==> src/rtl/ysyx_25020047_lsu_pkg.sv <==
// LSU shared types: FSM state codes, access size codes
// and the byte-strobe helper used by the align datapath.
package ysyx_25020047_lsu_pkg;

  typedef logic [1:0] state_t;

  localparam state_t ST_IDLE = 2'd0;
  localparam state_t ST_REQ  = 2'd1;
  localparam state_t ST_WAIT = 2'd2;
  localparam state_t ST_DONE = 2'd3;

  localparam logic [1:0] SZ_B = 2'd0;
  localparam logic [1:0] SZ_H = 2'd1;
  localparam logic [1:0] SZ_W = 2'd2;

  function automatic logic [3:0] byte_mask(
    input logic [1:0] size,
    input logic [1:0] off
  );
    logic [3:0] m;
    case (size)
      SZ_B:    m = 4'b0001 << off;
      SZ_H:    m = 4'b0011 << off;
      SZ_W:    m = 4'b1111;
      default: m = 4'b0000;
    endcase
    return m;
  endfunction

  function automatic logic misaligned(
    input logic [1:0] size,
    input logic [1:0] off
  );
    logic bad;
    case (size)
      SZ_B:    bad = 1'b0;
      SZ_H:    bad = off[0];
      SZ_W:    bad = |off;
      default: bad = 1'b1;
    endcase
    return bad;
  endfunction

endpackage

==> src/rtl/ysyx_25020047_lsu_align.sv <==
// Store lane replication / strobes and load extract
// with sign or zero extension.
module ysyx_25020047_lsu_align
  import ysyx_25020047_lsu_pkg::*;
(
  input  logic [1:0]  size,
  input  logic [1:0]  off,
  input  logic        wen,
  input  logic        uns,
  input  logic [31:0] st_data,
  input  logic [31:0] ld_word,
  output logic [3:0]  wmask,
  output logic [31:0] wdata,
  output logic [31:0] ld_data
);

  logic [31:0] sh;

  assign sh    = ld_word >> {off, 3'b000};
  assign wmask = wen ? byte_mask(size, off) : 4'b0000;

  always_comb begin
    wdata = st_data;
    unique case (1'b1)
      size == SZ_B: wdata = {4{st_data[7:0]}};
      size == SZ_H: wdata = {2{st_data[15:0]}};
      default:      wdata = st_data;
    endcase
  end

  always_comb begin
    ld_data = ld_word;
    unique case (1'b1)
      size == SZ_B:
        ld_data = uns ? {24'b0, sh[7:0]}
                      : {{24{sh[7]}}, sh[7:0]};
      size == SZ_H:
        ld_data = uns ? {16'b0, sh[15:0]}
                      : {{16{sh[15]}}, sh[15:0]};
      default:
        ld_data = ld_word;
    endcase
  end

endmodule

==> src/rtl/ysyx_25020047_lsu.sv <==
// Load/store unit: one memory access in flight over a
// valid/ready request and a response strobe.
module ysyx_25020047_lsu
  import ysyx_25020047_lsu_pkg::*;
#(
  parameter int TIMEOUT = 256
) (
  input  logic        clk,
  input  logic        rst,
  input  logic        in_valid,
  output logic        in_ready,
  input  logic [31:0] in_addr,
  input  logic [31:0] in_wdata,
  input  logic        in_read,
  input  logic        in_write,
  input  logic [1:0]  in_size,
  input  logic        in_unsigned,
  output logic        mem_req_valid,
  input  logic        mem_req_ready,
  output logic [31:0] mem_req_addr,
  output logic        mem_req_wen,
  output logic [31:0] mem_req_wdata,
  output logic [3:0]  mem_req_wmask,
  input  logic        mem_resp_valid,
  input  logic [31:0] mem_resp_rdata,
  output logic        out_valid,
  output logic [31:0] out_rdata,
  output logic        out_err
);

  localparam int CW = $clog2(TIMEOUT + 1);

  state_t          state;
  logic [31:0]     addr_q;
  logic [31:0]     wdata_q;
  logic            rd_q;
  logic            wr_q;
  logic            uns_q;
  logic [1:0]      size_q;
  logic [CW-1:0]   cnt;

  logic            accept;
  logic            in_bad;
  logic            tmo;
  logic [31:0]     ld_data;

  assign in_ready = (state == ST_IDLE);
  assign accept   = in_valid & in_ready;

  // a no-op (neither read nor write) is never flagged
  assign in_bad = (in_read | in_write) &
                  ((in_read & in_write) |
                   misaligned(in_size, in_addr[1:0]));

  // last cycle allowed in REQ+WAIT
  assign tmo = (cnt == CW'(TIMEOUT - 1));

  assign mem_req_valid = (state == ST_REQ);
  assign mem_req_addr  = {addr_q[31:2], 2'b00};
  assign mem_req_wen   = wr_q;

  ysyx_25020047_lsu_align u_align (
    .size    (size_q),
    .off     (addr_q[1:0]),
    .wen     (wr_q),
    .uns     (uns_q),
    .st_data (wdata_q),
    .ld_word (mem_resp_rdata),
    .wmask   (mem_req_wmask),
    .wdata   (mem_req_wdata),
    .ld_data (ld_data)
  );

  always_ff @(posedge clk) begin
    if (rst) begin
      state     <= ST_IDLE;
      addr_q    <= '0;
      wdata_q   <= '0;
      rd_q      <= 1'b0;
      wr_q      <= 1'b0;
      uns_q     <= 1'b0;
      size_q    <= '0;
      cnt       <= '0;
      out_valid <= 1'b0;
      out_err   <= 1'b0;
      out_rdata <= '0;
    end else begin
      case (state)
        ST_IDLE: begin
          if (accept) begin
            addr_q  <= in_addr;
            wdata_q <= in_wdata;
            rd_q    <= in_read;
            wr_q    <= in_write;
            uns_q   <= in_unsigned;
            size_q  <= in_size;
            cnt     <= '0;
            if (!in_read && !in_write) begin
              state     <= ST_DONE;
              out_valid <= 1'b1;
              out_err   <= 1'b0;
              out_rdata <= '0;
            end else if (in_bad) begin
              state     <= ST_DONE;
              out_valid <= 1'b1;
              out_err   <= 1'b1;
              out_rdata <= '0;
            end else begin
              state <= ST_REQ;
            end
          end
        end
        ST_REQ: begin
          cnt <= cnt + 1'b1;
          if (tmo) begin
            state     <= ST_DONE;
            out_valid <= 1'b1;
            out_err   <= 1'b1;
            out_rdata <= '0;
          end else if (mem_req_ready) begin
            state <= ST_WAIT;
          end
        end
        ST_WAIT: begin
          cnt <= cnt + 1'b1;
          if (mem_resp_valid) begin
            state     <= ST_DONE;
            out_valid <= 1'b1;
            out_err   <= 1'b0;
            out_rdata <= rd_q ? ld_data : 32'b0;
          end else if (tmo) begin
            state     <= ST_DONE;
            out_valid <= 1'b1;
            out_err   <= 1'b1;
            out_rdata <= '0;
          end
        end
        default: begin
          state     <= ST_IDLE;
          out_valid <= 1'b0;
          out_err   <= 1'b0;
          out_rdata <= '0;
        end
      endcase
    end
  end

endmodule

==> config.mk <==
export PLATFORM = sky130hd
export DESIGN_NAME = ysyx_25020047_lsu
export DESIGN_NICKNAME = d
export VERILOG_FILES = /design/src/rtl/ysyx_25020047_lsu_pkg.sv /design/src/rtl/ysyx_25020047_lsu_align.sv /design/src/rtl/ysyx_25020047_lsu.sv
export SDC_FILE = /design/constraint.sdc
export NUM_CORES = 1
export LEC_CHECK = 0
export ABC_AREA = 1
export BUFFER_PORTS_ARGS = -buffer_cell sky130_fd_sc_hd__buf_2
export CAP_MARGIN = 15
export CORE_MARGIN = 3
export CORE_UTILIZATION = 54
export DETAILED_ROUTE_END_ITERATION = 10
export PLACE_DENSITY = 0.89
export SLEW_MARGIN = 15
export SYNTH_ARGS = -nofsm -noshare
export SYNTH_HDL_FRONTEND = slang
export SYNTH_SLANG_ARGS = --single-unit
==> constraint.sdc <==
create_clock -name clk -period 4.52 [get_ports clk]
set_input_delay 0.678 -clock clk [delete_from_list [all_inputs] [get_ports clk]]
set_output_delay 0.678 -clock clk [all_outputs]
set_load 0.05 [all_outputs]
==> qor.csv, run 1 <==
stage;metric;value;unit
sta;Hold Slack;0.4010;ns
routing;Post-route DRC;0;
layout;nets;1134;
worst_setup_path;CP Data Required Time;3.84;ns
pwr;Leak;0.003459;µW
yosys;post-synth design cell area;5974;µm²
clock_tree;clock buffer depth;2;
layout;synthesis-to-layout area growth;21.36;%
yosys;ys flop type;dfxtp_1;
yosys;area leader, netlist;dfxtp_1;
pwr;cell-internal power;2551;µW
pwr;switching pwr;2266;µW
global_routing;antenna violations before repair;0;
sta;min Tclk post-route;3.288;ns
yosys;post-synthesis sequential area ratio;38.20;%
pwr;Pwr Density;664.3;nW/µm²
global_routing;largest net degree at the start of global routing;82;
layout;final std cells w/o fill;1171;
sta;Setup TNS;0;ns
floorplanning;FP Rows;37;
clock_tree;# resized after CTS;0;
floorplanning;Die Height;111.2;µm
yosys;flop and latch count out of synthesis;114;
yosys;Post-synth EDFFs;0;
layout;diodes inserted;0;
global_routing;vias in the first global route;5756;
placed_design;Place WS;1.788;ns
routing;Vias/cell;5.255;
clock_tree;worst skew pair latency;0.52;ns
yosys;Synth Area per Inst;6.805;µm²
pwr;Sequential Power Share;27.8;%
clock_tree;clock slew at the register clock pins of the worst setup and hold paths;0.06;ns
yosys;post-synth top area share;38.20;%
worst_setup_path;crit path capture type;output port;
clock_tree;CTS Buf Count;17;
layout;layout cells sized above 1;27.83;%
floorplanning;# IOs;211;
routing;Antenna Violating Nets Remaining;0;
global_routing;GRT Overall Usage;27.16;%
clock_tree;hold-fix buffers at CTS;0;
worst_setup_path;Worst setup SP type;flop;
outcome;status;finished, final reports clean;
sta;slew margin rel.;33.84;%
placed_design;input/output buffers;208;
sta;PnR worst setup slack;1.232;ns
yosys;commonest cells in the synthesized netlist;209 x nand2_1, 140 x nor2_1, 114 x dfxtp_1;
sta;skew final;0.01081;ns
routing;detailed-route wire length per cell;14.64;µm
sta;fin. max-slew vios;0;
worst_setup_path;Arr. time, crit path;2.61;ns
yosys;Yosys warnings;0;
clock_tree;CTS Sinks;114;
yosys;asr flop ratio synth;0;%
pwr;Switching Share;47.04;%
flow_run;Max Cap Violations;0;
placed_design;gpl congestion;0.9220;
floorplanning;Initial Utilization;56.60;%
pwr;total power;4817;µW
sta;Worst Tran Pin Value;0.9887;ns
pwr;Comb pwr share;44.5;%
pwr;Clk pwr share;27.7;%
clock_tree;CTS H-Tree Depth;4;
routing;Routed WL;17140;µm
clock_tree;post-CTS setup buffer count;0;
clock_tree;Root Buffer;clkbuf_8;
sta;endpoints failing hold;0;
routing;Vias;6154;
min_path;Hold Path Class;input port to flop;
clock_tree;TritonCTS clock tree;yes;
worst_setup_path;crit-path max FO;33;
sta;period utilisation layout;72.74;%
floorplanning;die area;12360;µm²
pwr;peak supply drop;0.6418;mV
worst_setup_path;crit path kind;flop to output port;
placed_design;HPWL after DPL;11900;µm
layout;# fillers;925;
floorplanning;area of the core;10560;µm²
floorplanning;Die Width;111.2;µm
routing;drt pass-1 iters;6;
global_routing;GRT Residual Overflow;0;
global_routing;first-pass GRT wire length;27790;µm
placed_design;dpl cells;1139;
yosys;Netlist cell types;36;
sta;FMAX;0.3042;GHz
sta;endpoints failing setup;0;
yosys;dominant cells by area after synthesis;dfxtp_1 38%, nand2_1 13%, nor2_1 8.8%, o21ai_0 6.5%, buf_4 5.7%;
routing;Iteration-0 DRC Markers;595;
yosys;Post-Syn Instances;878;
sta;unrepaired setup endpoints after global routing;no;
yosys;most common cell in the netlist;nand2_1;
## through the flow
step | cell area, µm² | util (%)
final | 7251 | 68.69
after global routing | 7251 | 68.69
after CTS | 7251 | 68.69
after detailed placement | 6659 | 63.09
after global placement | 6659 | 63.09
after floorplan | 5978 | -
## cell usage in the layout, fill, tap and decap left out, types with 6 or more instances in the layout
cell type	n
inv_1	48
o211ai_1	13
nand2_1	209
nand3_2	12
buf_2	208
ha_1	6
o21ai_0	78
a21oi_2	10
nand2_2	6
o21ai_1	26
dfxtp_1	114
inv_2	7
a21oi_1	64
nand3_1	29
nor2_1	140
clkbuf_16	16
## cell families after synthesis
logic type | Yosys count | synth area share [%]
and+or+nand+nor | 411 | 28.73
AOI/OAI and AO/OA | 203 | 18.89
buffers and inverters | 142 | 12.71
DFF | 114 | 38.20
adders and majority gates | 6 | 1.257
xor gates and xnor gates | 1 | 0.1466
other | 1 | 0.06277
## routing by layer
layer / GRT usage [%] / share of wire, % / vias to the layer above
met3: 7.369 / 8.5 / 40
met2: 44.95 / 48 / 275
met1: 33.99 / 41 / 2745
met4: 9.651 / 2.4 / 0
met5: 0 / 0 / -
li1: - / - / 3094
## sequential cells by signal, summed over array words and instances (netlist names)
register and count:
addr_q 32, cnt 9, mem_req_wen 1, out_err 1
out_rdata 32, out_valid 1, rd_q 1, size_q 2
state 2, uns_q 1, wdata_q 32
## power groups by stage
stage,clock network [µW],logic (µW),registers [µW]
after floorplan,0,1840,1340
after global placement,0,2090,1340
after detailed placement,0,2120,1350
after CTS,1350,2140,1330
after global routing,1390,2330,1360
final,1330,2140,1340
## layout make-up
type	count	area, µm²	area share [%]
Clock buffer	19	431.7	5.953
Sequential cell	114	2282	31.48
Clock inverter	13	160.2	2.209
Multi-Input combinational cell	623	2937	40.50
Inverter	55	206.4	2.847
Tap cell	136	170.2	2.347
Timing Repair Buffer	211	1064	14.67
## worst max-delay path, cell delays in order (launching register included)
cell      delay [ns]
dfxtp_1         0.37
buf_4           0.27
nor2_1          0.80
nand2_1         0.17
o211ai_1        0.17
buf_2           0.31
## worst paths after layout
path                    from           endpoint  slack [ns]  depth (start not counted)
hold / removal    in_addr[2]          addr_q[2]        0.40                          3
setup / recovery   size_q[1]  mem_req_wdata[25]        1.23                          5
setup reg to reg   size_q[1]      out_rdata[19]        1.94                         10
hold reg to reg   addr_q[28]         addr_q[28]        0.47                          2
Note: power is estimated with default switching activity, not from simulation.
==> inputs of run 2 (changes only) <==
Settings changed: ABC_AREA 1 to 0, CORE_UTILIZATION 54 to 45, PLACE_DENSITY 0.89 to 0.8.
Clock period 4.52 ns to 3 ns, I/O delays scaled along.
==> qor.csv, run 2 <==
stage;metric;value;unit;change
yosys;Netlist cell types;54;;+50%
min_path;hold depth;3;;unchanged
yosys;flop and latch count out of synthesis;114;;unchanged
clock_tree;TritonCTS clock tree;yes;;
worst_setup_path;Arr. time, crit path;2.13;ns;-0.48 ns
pwr;Pwr Density;860.4;nW/µm²;+30%
pwr;cell-internal power;3692;µW;+45%
routing;detailed-route wire length per cell;15.46;µm;+5.6%
placed_design;HPWL after DPL;11230;µm;-5.6%
floorplanning;area of the core;12310;µm²;+17%
clock_tree;clock slew at the register clock pins of the worst setup and hold paths;0.05;ns;about the same
global_routing;first-pass GRT wire length;25410;µm;-8.6%
yosys;area leader, netlist;dfxtp_1;;
global_routing;GRT Overall Usage;22.28;%;-4.9 points
clock_tree;post-CTS setup buffer count;0;;unchanged
routing;drt pass-1 iters;5;;-1
worst_setup_path;internal reg-to-reg setup slack;0.93;ns;-1.01 ns
yosys;post-synthesis sequential area ratio;39.34;%;+1.1 points
floorplanning;# IOs;211;;unchanged
layout;Largest regs;addr_q (32), out_rdata (32), wdata_q (32);;
yosys;Yosys warnings;0;;unchanged
worst_setup_path;crit path capture type;output port;;
yosys;post-synth design cell area;5801;µm²;-2.9%
worst_setup_path;Worst R2R Path Depth;7;;-3
layout;synthesis-to-layout area growth;24.14;%;
min_path;worst hold endpoint;addr_q[8];;
pwr;Clk pwr share;31.9;%;+4.2 points
sta;PnR worst setup slack;0.4195;ns;-0.8128 ns
worst_setup_path;crit-path max FO;16;;-52%
routing;Vias;5566;;-9.6%
yosys;Post-synth EDFFs;0;;unchanged
sta;min Tclk post-route;2.581;ns;
outcome;status;finished, final reports clean;;
global_routing;GRT Residual Overflow;0;;unchanged
sta;FMAX;0.3875;GHz;
worst_setup_path;crit path kind;flop to output port;;
worst_setup_path;Worst setup SP type;flop;;
yosys;asr flop ratio synth;0;%;unchanged
sta;endpoints failing setup;0;;unchanged
global_routing;vias in the first global route;5117;;-11%
yosys;post-synth top area share;39.34;%;+1.1 points
clock_tree;# resized after CTS;0;;unchanged
pwr;switching pwr;2503;µW;+10%
placed_design;Place WS;0.8769;ns;-0.9115 ns
sta;skew final;0.007008;ns;-0.003806 ns
clock_tree;CTS H-Tree Depth;4;;unchanged
sta;endpoints failing hold;0;;unchanged
sta;fin. max-slew vios;0;;unchanged
sta;Setup TNS;0;ns;unchanged
global_routing;largest net degree at the start of global routing;58;;-29%
clock_tree;CTS Sinks;114;;unchanged
clock_tree;CTS Buf Count;17;;unchanged
floorplanning;Die Width;119.5;µm;+7.5%
global_routing;antenna violations before repair;0;;unchanged
clock_tree;worst skew pair latency;0.42;ns;-0.10 ns
min_path;Hold Path Class;input port to flop;;
pwr;total power;6196;µW;+29%
floorplanning;FP Rows;40;;+8.1%
routing;Vias/cell;5.373;;+2.2%
pwr;peak supply drop;0.6246;mV;-2.7%
yosys;commonest cells in the synthesized netlist;177 x nand2_1, 114 x dfxtp_1, 96 x a21oi_1;;
yosys;dominant cells by area after synthesis;dfxtp_1 39%, nand2_1 11%, a21oi_1 8.3%, buf_4 5.6%, a32o_1 4.7%;;
clock_tree;clock buffer depth;2;;unchanged
placed_design;gpl congestion;0.8554;;-7.2%
sta;slew margin rel.;54.33;%;+20 points
clock_tree;Root Buffer;clkbuf_16;;
routing;Antenna Violating Nets Remaining;0;;unchanged
floorplanning;die area;14290;µm²;+16%
flow_run;Max Cap Violations;0;;unchanged
routing;Routed WL;16020;µm;-6.6%
pwr;Switching Share;40.41;%;-6.6 points
min_path;Worst Min Path Start;in_addr[8];;
layout;most common cell after layout, fill and taps aside;buf_2;;
layout;layout cells sized above 1;32.26;%;+4.4 points
floorplanning;Initial Utilization;47.11;%;-9.5 points
yosys;ys flop type;dfxtp_1;;
yosys;Post-Syn Instances;709;;-19%
floorplanning;Die Height;119.5;µm;+7.5%
pwr;Comb pwr share;37.8;%;-6.7 points
worst_setup_path;R2R Path End;out_rdata[12];;
layout;nets;967;;-15%
layout;most frequent cells in the layout;208 x buf_2, 176 x nand2_1, 113 x dfxtp_1;;
placed_design;input/output buffers;208;;unchanged
routing;Post-route DRC;0;;unchanged
sta;unrepaired setup endpoints after global routing;no;;
layout;diodes inserted;0;;unchanged
yosys;Synth Area per Inst;8.181;µm²;+20%
worst_setup_path;Crit Reg-Reg Startpoint;state[0];;
sta;period utilisation layout;86.02;%;
clock_tree;hold-fix buffers at CTS;0;;unchanged
pwr;Leak;0.003161;µW;-8.6%
routing;Iteration-0 DRC Markers;459;;-23%
pwr;Sequential Power Share;30.3;%;+2.5 points
sta;Worst Tran Pin Value;0.6829;ns;-0.3058 ns
yosys;most common cell in the netlist;nand2_1;;
worst_setup_path;CP Data Required Time;2.55;ns;-1.29 ns
[run 2: cell type report]
cell class	count	area, µm²
Timing Repair Buffer	223	1166
Fill cell	1147	5111
Inverter	11	41.29
Tap cell	168	210.2
Sequential cell	114	2283
Clock buffer	22	474.2
Clock inverter	10	107.6
Multi-Input combinational cell	488	2918
[run 2: worst max-delay path by stage]
stage	start	to	slack, ns	cells after the start
2_1_floorplan	size_q[0]	mem_req_wdata[24]	0.48	4
3_3_place_gp	addr_q[1]	mem_req_wmask[2]	0.90	4
3_5_place_dp	addr_q[1]	mem_req_wmask[2]	0.88	4
4_1_cts	addr_q[1]	mem_req_wmask[2]	0.42	4
5_1_grt	addr_q[1]	mem_req_wmask[2]	0.25	4
6_report	addr_q[1]	mem_req_wmask[2]	0.42	4
[run 2: metal layers]
layer | global-route usage (%) | wire length (µm)
met1 | 26.77 | 6654
met2 | 36.51 | 7770
met3 | 8.247 | 1328
met4 | 8.232 | 265
met5 | 0 | 0
[run 2: logic make-up (layout without fill, tap and decap cells)]
family | count (synthesis) | in the layout | synth area share (%)
adders and majority gates | 6 | 6 | 1.294
and+or+nand+nor | 237 | 237 | 17.64
AOI/OAI and AO/OA | 198 | 198 | 22.89
DFF | 114 | 114 | 39.34
other | 1 | 2 | 0.06465
muxes | 38 | 38 | 7.118
buffers and inverters | 108 | 266 | 10.59
xor gates and xnor gates | 7 | 7 | 1.057
[run 2: through the flow]
step	hold slack, ns	utilization, %	instances	instance area, µm²
after floorplan	0.4329	-	710	5804
after global placement	0.4385	53.76	1004	6619
after detailed placement	0.4430	53.76	1004	6619
after CTS	0.2384	58.49	1036	7201
after global routing	0.2388	58.49	1036	7201
final	0.2612	58.49	1036	7201
[run 2: power by group through the flow]
stage	clock, µW	sequential [µW]	combinational (µW)
after floorplan	0	1890	1940
after global placement	0	1900	2330
after detailed placement	0	1900	2340
after CTS	2020	1880	2350
after global routing	2090	1900	2540
final	1970	1880	2340
[run 2: critical path: stages, from the launching register on]
cell and delay, ns:
dfxtp_1 0.71, nor2b_1 0.46, a21oi_1 0.09, a21oi_1 0.17
buf_2 0.28
==> inputs of run 3 (changes only) <==
Settings changed: CORE_ASPECT_RATIO set to 0.75.
==> qor.csv, run 3 (synthesized netlist as in run 2, its figures left out) <==
stage;metric;value;unit;change
clock_tree;clock slew at the register clock pins of the worst setup and hold paths;0.06;ns;about the same
pwr;Pwr Density;872.7;nW/µm²;+1.4%
routing;Post-route DRC;0;;unchanged
worst_setup_path;Worst setup SP type;flop;;
layout;final std cells w/o fill;1036;;unchanged
layout;diodes inserted;0;;unchanged
clock_tree;# resized after CTS;0;;unchanged
floorplanning;area of the core;12440;µm²;+1.0%
pwr;switching pwr;2563;µW;+2.4%
pwr;Comb pwr share;37.7;%;about the same
global_routing;GRT Residual Overflow;0;;unchanged
placed_design;HPWL after DPL;11470;µm;+2.2%
global_routing;first-pass GRT wire length;25880;µm;+1.9%
clock_tree;hold-fix buffers at CTS;0;;unchanged
placed_design;gpl congestion;0.9038;;+5.7%
routing;drt pass-1 iters;5;;unchanged
global_routing;vias in the first global route;5139;;+0.43%
flow_run;Max Cap Violations;0;;unchanged
routing;Antenna Violating Nets Remaining;0;;unchanged
clock_tree;Root Buffer;clkbuf_16;;
clock_tree;worst skew pair latency;0.41;ns;about the same
layout;most common cell after layout, fill and taps aside;buf_2;;
sta;skew final;0.01283;ns;+0.005821 ns
worst_setup_path;crit path kind;flop to output port;;
clock_tree;CTS H-Tree Depth;4;;unchanged
clock_tree;post-CTS setup buffer count;0;;unchanged
pwr;Switching Share;40.66;%;+0.25 points
floorplanning;Die Height;104.3;µm;-13%
sta;slew margin rel.;48.57;%;-5.8 points
pwr;Leak;0.003170;µW;+0.30%
routing;Vias;5533;;-0.59%
routing;Routed WL;16300;µm;+1.8%
pwr;Sequential Power Share;29.7;%;-0.6 points
sta;fin. max-slew vios;0;;unchanged
sta;period utilisation layout;84.27;%;-1.8 points
sta;endpoints failing setup;0;;unchanged
floorplanning;Initial Utilization;46.64;%;-0.47 points
sta;endpoints failing hold;0;;unchanged
layout;nets;969;;+0.21%
placed_design;dpl cells;1004;;unchanged
sta;min Tclk post-route;2.528;ns;-0.05252 ns
clock_tree;clock buffer depth;2;;unchanged
floorplanning;FP Rows;35;;-13%
worst_setup_path;crit-path max FO;14;;-2
routing;detailed-route wire length per cell;15.73;µm;+1.8%
pwr;peak supply drop;0.4523;mV;-28%
pwr;Clk pwr share;32.6;%;+0.7 points
worst_setup_path;CP Data Required Time;2.55;ns;about the same
routing;Iteration-0 DRC Markers;326;;-29%
sta;Worst Tran Pin Value;0.7691;ns;+0.08614 ns
clock_tree;CTS Buf Count;17;;unchanged
routing;Vias/cell;5.341;;-0.59%
outcome;status;finished, final reports clean;;
worst_setup_path;Arr. time, crit path;2.08;ns;-0.05 ns
sta;unrepaired setup endpoints after global routing;no;;
floorplanning;Die Width;137.1;µm;+15%
layout;most frequent cells in the layout;208 x buf_2, 176 x nand2_1, 113 x dfxtp_1;;
placed_design;input/output buffers;208;;unchanged
layout;Largest regs;addr_q (32), out_rdata (32), wdata_q (32);;
floorplanning;# IOs;211;;unchanged
clock_tree;CTS Sinks;114;;unchanged
layout;layout cells sized above 1;32.53;%;+0.27 points
layout;synthesis-to-layout area growth;24.53;%;
worst_setup_path;crit path capture type;output port;;
sta;FMAX;0.3956;GHz;+2.1%
clock_tree;TritonCTS clock tree;yes;;
global_routing;GRT Overall Usage;22.53;%;+0.25 points
min_path;Hold Path Class;input port to flop;;
global_routing;largest net degree at the start of global routing;72;;+24%
floorplanning;die area;14300;µm²;+0.10%
sta;Setup TNS;0;ns;unchanged
global_routing;antenna violations before repair;0;;unchanged
pwr;cell-internal power;3741;µW;+1.3%
-- run 3: path summary, 6_finish.rpt --
| path | from | endpoint | slack [ns] | depth (start not counted) |
|---|---|---|---|---|
| min reg2reg | addr_q[27] | addr_q[27] | 0.45 | 2 |
| max reg2reg | addr_q[1] | out_rdata[16] | 0.73 | 5 |
| max | addr_q[0] | mem_req_wmask[2] | 0.47 | 5 |
| min | in_wdata[11] | wdata_q[11] | 0.27 | 3 |
-- run 3: through the flow --
| stage | total power [µW] | util [%] | hold WS (ns) | instance area (µm²) | setup WS (ns) |
|---|---|---|---|---|---|
| 2_1_floorplan | 3830 | - | 0.4329 | 5804 | 0.4814 |
| 3_3_place_gp | 4232 | 53.22 | 0.4382 | 6619 | 0.8458 |
| 3_5_place_dp | 4257 | 53.22 | 0.4430 | 6619 | 0.8075 |
| 4_1_cts | 6339 | 58.08 | 0.2598 | 7223 | 0.4502 |
| 5_1_grt | 6628 | 58.08 | 0.2659 | 7223 | 0.3534 |
| 6_report | 6304 | 58.08 | 0.2746 | 7223 | 0.4720 |
-- run 3: critical path: stages, from the launching register on --
cell and delay [ns]:
dfxtp_1 0.66, buf_4 0.28, nor2b_1 0.19, a21oi_1 0.09
a21oi_1 0.18, buf_2 0.28
-- run 3: layer usage --
layer  GRT usage [%]  wire (µm)
met5               0          0
met4           7.123        222
met3           7.108       1429
met2           34.11       7362
met1           30.48       7287
-- run 3: layout make-up --
cell class,instances,area (µm²)
Tap cell,166,207.7
Clock inverter,13,161.4
Multi-Input combinational cell,488,2918
Timing Repair Buffer,225,1169
Sequential cell,114,2283
Inverter,11,41.29
Clock buffer,19,442.9
Fill cell,1149,5214
-- run 3: power by group through the flow --
stage                     Clock [µW]  Sequential [µW]  Combinational [µW]
after global routing            2150             1900                2570
after CTS                       2090             1870                2370
after detailed placement           0             1900                2360
final                           2050             1870                2370
after floorplan                    0             1890                1940
after global placement             0             1900                2340
